**config.mk**
```make
export PLATFORM = sky130hd
export DESIGN_NAME = pipe_out_arbiter
export DESIGN_NICKNAME = d
export VERILOG_FILES = /design/src/rtl/pipe_out_arbiter.sv
export SDC_FILE = /design/constraint.sdc
export NUM_CORES = 1
export LEC_CHECK = 0
export CAP_MARGIN = 40
export CORE_ASPECT_RATIO = 0.6
export CORE_MARGIN = 1.5
export CORE_UTILIZATION = 34
export CTS_BUF_LIST = sky130_fd_sc_hd__clkbuf_8
export DETAILED_ROUTE_END_ITERATION = 8
export GPL_TIMING_DRIVEN = 0
export PLACE_DENSITY = 0.8
export SETUP_SLACK_MARGIN = 0.15
export SKIP_LAST_GASP = 1
export SLEW_MARGIN = 10
export SYNTH_ARGS = -nofsm -noshare
export SYNTH_HDL_FRONTEND = slang
export SYNTH_SLANG_ARGS = --single-unit
export TNS_END_PERCENT = 100
```
**constraint.sdc**
```tcl
create_clock -name CLK -period 2 [get_ports CLK]
set_clock_uncertainty 0.1 [all_clocks]
set_input_delay 0.4 -clock CLK [delete_from_list [all_inputs] [get_ports CLK]]
set_output_delay 0.4 -clock CLK [all_outputs]
set_load 0.02 [all_outputs]
```
**src/rtl/pipe_out_arbiter.sv**
```systemverilog
// Round-robin arbiter merging NREQ tagged indication sources onto one outbound enq channel.
// A source keeps the grant until its last=1 beat transfers; beats pass through a one-entry output register.
module pipe_out_arbiter #(
    parameter int NREQ     = 4,
    parameter int DATA_W   = 32,
    parameter int TAG_W    = 16,
    parameter int TAG_BASE = 1,
    localparam int GW      = (NREQ > 1) ? $clog2(NREQ) : 1
) (
    input  logic                     CLK,
    input  logic                     nRST,
    input  logic [NREQ-1:0]          req__ENA,
    input  logic [NREQ*DATA_W-1:0]   req_data,
    input  logic [NREQ-1:0]          req_last,
    output logic [NREQ-1:0]          req__RDY,
    output logic                     enq__ENA,
    output logic [TAG_W-1:0]         enq_tag,
    output logic [DATA_W-1:0]        enq_data,
    output logic                     enq_last,
    input  logic                     enq__RDY,
    output logic [GW-1:0]            grant_id,
    output logic                     busy,
    output logic                     state_dbg
);

    typedef enum logic {
        IDLE   = 1'b0,
        LOCKED = 1'b1
    } state_t;

    state_t            state;
    logic [GW-1:0]     grant_q;
    logic              out_valid;

    logic              can_accept;
    logic              sel_ena;
    logic              sel_last;
    logic [DATA_W-1:0] sel_data;
    logic              xfer;
    logic              rotate;
    logic [GW-1:0]     next_grant;
    logic [GW-1:0]     cand;
    logic              found;

    // Handshake: a beat moves on a channel only in a cycle where both __ENA and __RDY are high.
    // req__RDY is built from registered state and enq__RDY only, never from any req__ENA.
    assign can_accept = !out_valid || enq__RDY;

    always_comb begin
        sel_ena  = 1'b0;
        sel_last = 1'b0;
        sel_data = '0;
        req__RDY = '0;
        for (int i = 0; i < NREQ; i++) begin
            if (grant_q == GW'(i)) begin
                sel_ena     = req__ENA[i];
                sel_last    = req_last[i];
                sel_data    = req_data[i*DATA_W +: DATA_W];
                req__RDY[i] = can_accept;
            end
        end
    end

    assign xfer = sel_ena && can_accept;

    // Scan starts just past the current owner and visits the owner itself last.
    always_comb begin
        next_grant = grant_q;
        found      = 1'b0;
        cand       = '0;
        for (int k = 1; k <= NREQ; k++) begin
            cand = GW'((int'(grant_q) + k) % NREQ);
            if (!found && req__ENA[cand]) begin
                next_grant = cand;
                found      = 1'b1;
            end
        end
    end

    // Move on after a completed message, or when the owner has nothing pending while unlocked.
    assign rotate = (state == IDLE || (xfer && sel_last)) &&
                    ((xfer && sel_last) || !sel_ena);

    always_ff @(posedge CLK or negedge nRST) begin
        if (!nRST) begin
            state     <= IDLE;
            grant_q   <= '0;
            out_valid <= 1'b0;
            enq_tag   <= '0;
            enq_data  <= '0;
            enq_last  <= 1'b0;
        end else begin
            if (xfer) begin
                out_valid <= 1'b1;
                enq_tag   <= TAG_W'(TAG_BASE) + TAG_W'(grant_q);
                enq_data  <= sel_data;
                enq_last  <= sel_last;
                state     <= sel_last ? IDLE : LOCKED;
            end else if (enq__RDY) begin
                out_valid <= 1'b0;
            end
            if (rotate) begin
                grant_q <= next_grant;
            end
        end
    end

    assign enq__ENA  = out_valid;
    assign grant_id  = grant_q;
    assign busy      = (state == LOCKED) || out_valid;
    assign state_dbg = (state == LOCKED);

endmodule
```
# Word level (Yosys, flattened, before mapping)
# Cells that the tools add are included.
# op_classes
eq_ne	3
add_sub_neg	5
n_lt_le_gt_ge	4
reduce_logical	19
muxes	34
bitwise_logic	1
# op_table
operator	count
$mux W32	4
$mux W1	22
$lt A2 B3 Y1 const B	4
$bmux W1 S2	4
$mux W2	4
$logic_and A1 B1 Y1	6
$logic_not A1 Y1	5
$add A2 B1 Y2 const B	2
$add A2 B2 Y2 const B	2
$eq A2 B2 Y1 const B	2
$logic_or A1 B1 Y1	4
$reduce_bool A4 Y1	1
$add A1 B2 Y3 const A	1
$eq A2 B1 Y1 const B	1
$logic_not A2 Y1	1
$reduce_and A2 Y1	1
$reduce_bool A2 Y1	1
$not A1 Y1	1
# totals
ff_bits	53
word_cells	72
out_inout_bits	58

# Depth between registers and ports, before layout
# logic_depth
word_depth	14
ltp_mapped	11
depth_no_buf	7

# Least setup slack after synthesis
# Ideal clock, no wire load.
# synth_timing
path_kind	register to register
start	register grant_q[0], in the netlist grant_id[0]
end	register enq_tag[0]
synth_period_minus_slack_ns	2.223
arrival_ns	1.998
required_time_ns	1.775
stages_incl_launch_ff	10
path_slack_ns	-0.223
cell_sequence	dfrtp_1 > buf_6 > inv_1 > ha_1 > and2b_1 > o21ai_1 > and3_1 > buf_2 > buf_6 > mux2_2
# synth_between
elab_chain_cells	6
# synth_rtl
element	line_no	rtl
start, declared	32	logic [GW-1:0] grant_q;
start signal, assigned	103	grant_q <= next_grant;
$logic_not A2 Y1	55	if (grant_q == GW'(i)) begin
$mux W1 (4 in a row)	55	
$logic_and A1 B1 Y1	64	assign xfer = sel_ena && can_accept;
end signal, assigned	95	enq_tag <= TAG_W'(TAG_BASE) + TAG_W'(grant_q);
end, declared	17	output logic [TAG_W-1:0] enq_tag,
# Parallel ways exist; a longest one is shown, timed or not.
# A chain may end at the register's enable or synchronous reset.

# Final worst setup path
# layout_timing
start	register grant_q[1], in the netlist grant_id[1]
end	register enq_tag[0]
# layout_between
elab_chain_cells	6
# layout_rtl
element	line_no
$logic_not A2 Y1	55
$mux W1 (3 in a row)	55
$mux W1 (*)	55
$logic_and A1 B1 Y1 (*)	64
# Mark *: on every way between the ends. The rest lies on a longest branch, timed or not.

==> reports/summary.md <==
## Layout
• synth-to-layout area growth: 87.6%
• proportion of layout cells with a drive suffix above 1: 0.170
• Ant. Diodes: 0
• post-layout net count: 737
• number of inserted filler cells in the final layout: 718

## Route
• Remaining DRCs: 0
• average wire per standard cell: 17.1 um
• Vias/cell: 5.17
• number of nets with antenna violations after routing: 0
• routed vias: 3,650
• number of DRC markers after the initial detailed-route iteration: 167
• drt pass-1 iters: 4
• sum of routed wire length over all layers: 12,100 um

## Clock tree
• root cell of the clock tree: sky130_fd_sc_hd__clkbuf_8
• Skew-Pair Late Insertion Delay: 0.28 ns
• maximum clock path buffer count: 2
• number of levels the H-tree was split into: 2
• Reg clk slew, reported paths: 0.08 ns
• # clock sinks: 40
• clock tree from TritonCTS: built
• post-cts hold buffer count: 0
• CTS Buf Count: 5

## GRT
• global route overflow: 0
• vias in the first global route: 3,349
• antenna violations before repair: 0
• first-pass GRT wire length: 17,300 um
• aggregate global-route resource usage: 0.246
• largest net degree at the start of global routing: 22

## Worst hold path
• type of the tightest min-delay check: input pin to async pin

## Pwr
• leakage power total: 0.00217 uW
• Power Dens Cells: 1640 nW/um^2
• worst supply voltage drop on vdd: 616 uV
• power after layout: 9100 uW

## Synthesis
• share of the yosys chip area belonging to registers: 0.338
• number of distinct standard cells referenced by the synthesized netlist: 34
• dominant cell type by area after synthesis: sky130_fd_sc_hd__dfrtp_1
• largest cells by area after synthesis: sky130_fd_sc_hd__dfrtp_1 34%, sky130_fd_sc_hd__a21oi_1 12%, sky130_fd_sc_hd__nand3b_1 8.6%, sky130_fd_sc_hd__o21a_1 8.6%, sky130_fd_sc_hd__nand2_1 8.5%
• proportion of netlist area held by the largest area contributor: 0.338
• post-synthesis instance area: 2960 um^2
• cell count after synthesis: 368
• total number of yosys warnings: 0
• Synth Area per Inst: 8.05 um^2
• register bit count reported by yosys: 40

## Worst setup path
• CP Class: register to register
• ordered list of cells on the worst path: buf_6 > ha_4 > and2b_1 > o21ai_2 > and3_4 > buf_12 > buf_8 > mux2_4
• arrival time reported for the critical path endpoint: 2.19 ns
• required time of the worst setup path: 2.07 ns
• Crit path buffers/inverters: 3
• worst flop-to-flop path startpoint: grant_id[1]$_DFFE_PN0P_
• timing startpoint of the critical path: grant_id[1]$_DFFE_PN0P_
• slowest stage delay, CP: 0.47 ns
• element type at the critical path start: register
• nature of the critical path endpoint: register
• master of the slowest instance on the critical path: sky130_fd_sc_hd__dfrtp_2
• Crit path max-delay family: flip-flops
• maximum fanout along the worst path: 8

## Floorplan
• # rows: 26
• die span in y: 75.3 um
• # IOs: 197
• die footprint: 9300 um^2
• Die W: 124 um
• placeable core area: 8490 um^2
• initial core utilization: 0.349

## STA
• RSZ-0062 raised after global routing: true
• count of pins over their slew limit: 0
• FMAX: 0.473 GHz
• transition time at the pin with the least slew margin: 0.560 ns
• smallest hold slack: -0.00204 ns
• count of final setup violators: 41
• fin crit period: 2.11 ns
• setup slack of the critical path after layout: -0.113 ns
• share of the cycle needed by the critical path after routing: 1.06
• Relative slew margins: 0.627
• final count of hold timing violations: 3

## Status
• outcome: complete, but fails checks
• violations in the final reports: negative hold slack, negative setup slack

## Place
• worst slack after detailed placement: -0.692 ns
• Placer Congestion: 0.916
• DP Wirelength: 8980 um
• number of port buffers: 183

## Run
• count of maximum capacitance violations: 0

-- power breakdown --
group	switching, uW	leakage (uW)	internal [uW]
Combinational	3530	0.00166	3520
Clock	268	0.0000452	232
Sequential	271	0.000460	1280
Total	4070	0.00217	5040
-- cell type report --
class | instances | area [um^2] | share of cell area
clock buffer | 5 | 68.8 | 0.0124
sequential | 40 | 1000 | 0.181
timing repair buffer | 207 | 2070 | 0.372
inverter | 6 | 32.5 | 0.00585
clock inverter | 2 | 8.76 | 0.00158
tap | 112 | 140 | 0.0252
multi-input combinational | 286 | 1830 | 0.328
buffer | 48 | 413 | 0.0743
-- metrics by stage --
stage | cell area, um^2 | util | std cells | TNS [ns]
2_1_floorplan | 3070 | - | 380 | -0.00708
3_3_place_gp | 5040 | 0.594 | 675 | -39.27
3_5_place_dp | 5060 | 0.597 | 676 | -13.90
4_1_cts | 5420 | 0.639 | 701 | -0.734
5_1_grt | 5560 | 0.655 | 706 | -4.19
6_report | 5560 | 0.655 | 706 | -1.86
-- cells by family (layout without fill, tap and decap cells) --
logic type / Yosys count / in the layout / share of synthesized area
xor gates and xnor gates: 1 / 1 / 0.00296
buffers and inverters: 54 / 268 / 0.0959
and+or+nand+nor: 118 / 118 / 0.205
adders and majority gates: 4 / 4 / 0.0169
AOI/OAI and AO/OA: 143 / 143 / 0.302
muxes: 7 / 7 / 0.0384
DFF: 40 / 40 / 0.338
other: 1 / 13 / 0.00127
-- flip-flops by register name (all words and copies together) (netlist names) --
signal	flops
enq_data	32
enq_tag	3
grant_id	2
enq__ENA	1
enq_last	1
state_dbg	1
-- metal layers --
| layer | vias to the layer above | track usage | routed length, um |
|---|---|---|---|
| met4 | 0 | 0.0485 | 158 |
| met1 | 1736 | 0.314 | 5020 |
| li1 | 1732 | - | - |
| met3 | 12 | 0.0734 | 1270 |
| met5 | - | 0 | 0 |
| met2 | 170 | 0.421 | 5620 |
-- Yosys cell counts (all sizes together) --
| library cell | number |
|---|---|
| o21ai | 4 |
| o21a | 34 |
| nor3 | 1 |
| conb | 1 |
| o211ai | 32 |
| buf | 36 |
| mux2i | 2 |
| dfrtp | 40 |
| inv | 6 |
| ha | 4 |
| nand2b | 1 |
| and3 | 2 |
| o2bb2ai | 1 |
| o2111ai | 1 |
| o22ai | 1 |
| xnor2 | 1 |
| nand2 | 67 |
| clkbuf | 12 |
| nand3 | 1 |
| mux4 | 3 |
| nor3b | 1 |
| nand3b | 34 |
| and2b | 1 |
| a21oi | 69 |
| nor2 | 4 |
| and2 | 5 |
| a221oi | 1 |
| or2 | 1 |
| mux2 | 2 |
-- cells in the final DEF, fill, tap and decap left out, drive strengths merged, types with 2 or more instances in the layout --
cell           instances
ha                     4
clkbuf                15
and3                   2
a21oi                 69
buf                   67
nor2                   4
inv                    7
mux2                   2
mux4                   3
and2                   5
dlygate4sd2            2
nand2                 67
mux2i                  2
o21ai                  4
nand3b                34
o211ai                32
dfrtp                 40
clkdlybuf4s50        175
o21a                  34
conb                  13
-- path summary, 6_finish.rpt --
kind	slack [ns]	cells after the start	end
worst min register to register	0.39	1	enq_data[16]$_DFFE_PN0P_
min in group CLK	0.39	1	enq_data[16]$_DFFE_PN0P_
worst max register to register	-0.11	8	enq_tag[0]$_DFFE_PN0P_
worst min-delay path	-0.002	1	enq_data[12]$_DFFE_PN0P_
max in group asynchronous	1.30	2	enq_data[25]$_DFFE_PN0P_
worst max-delay path	-0.11	8	enq_tag[0]$_DFFE_PN0P_
-- timing repair --
item / CTS / global route
hold endpoints to repair: 0 / 0
setup buffers: 18 / 4
gates resized for setup: 66 / 31
cloned: 0 / 1
setup endpoints to repair: 45 / 44
pin swaps: 2 / 8
No activity file was read; power rests on OpenSTA's default activity.
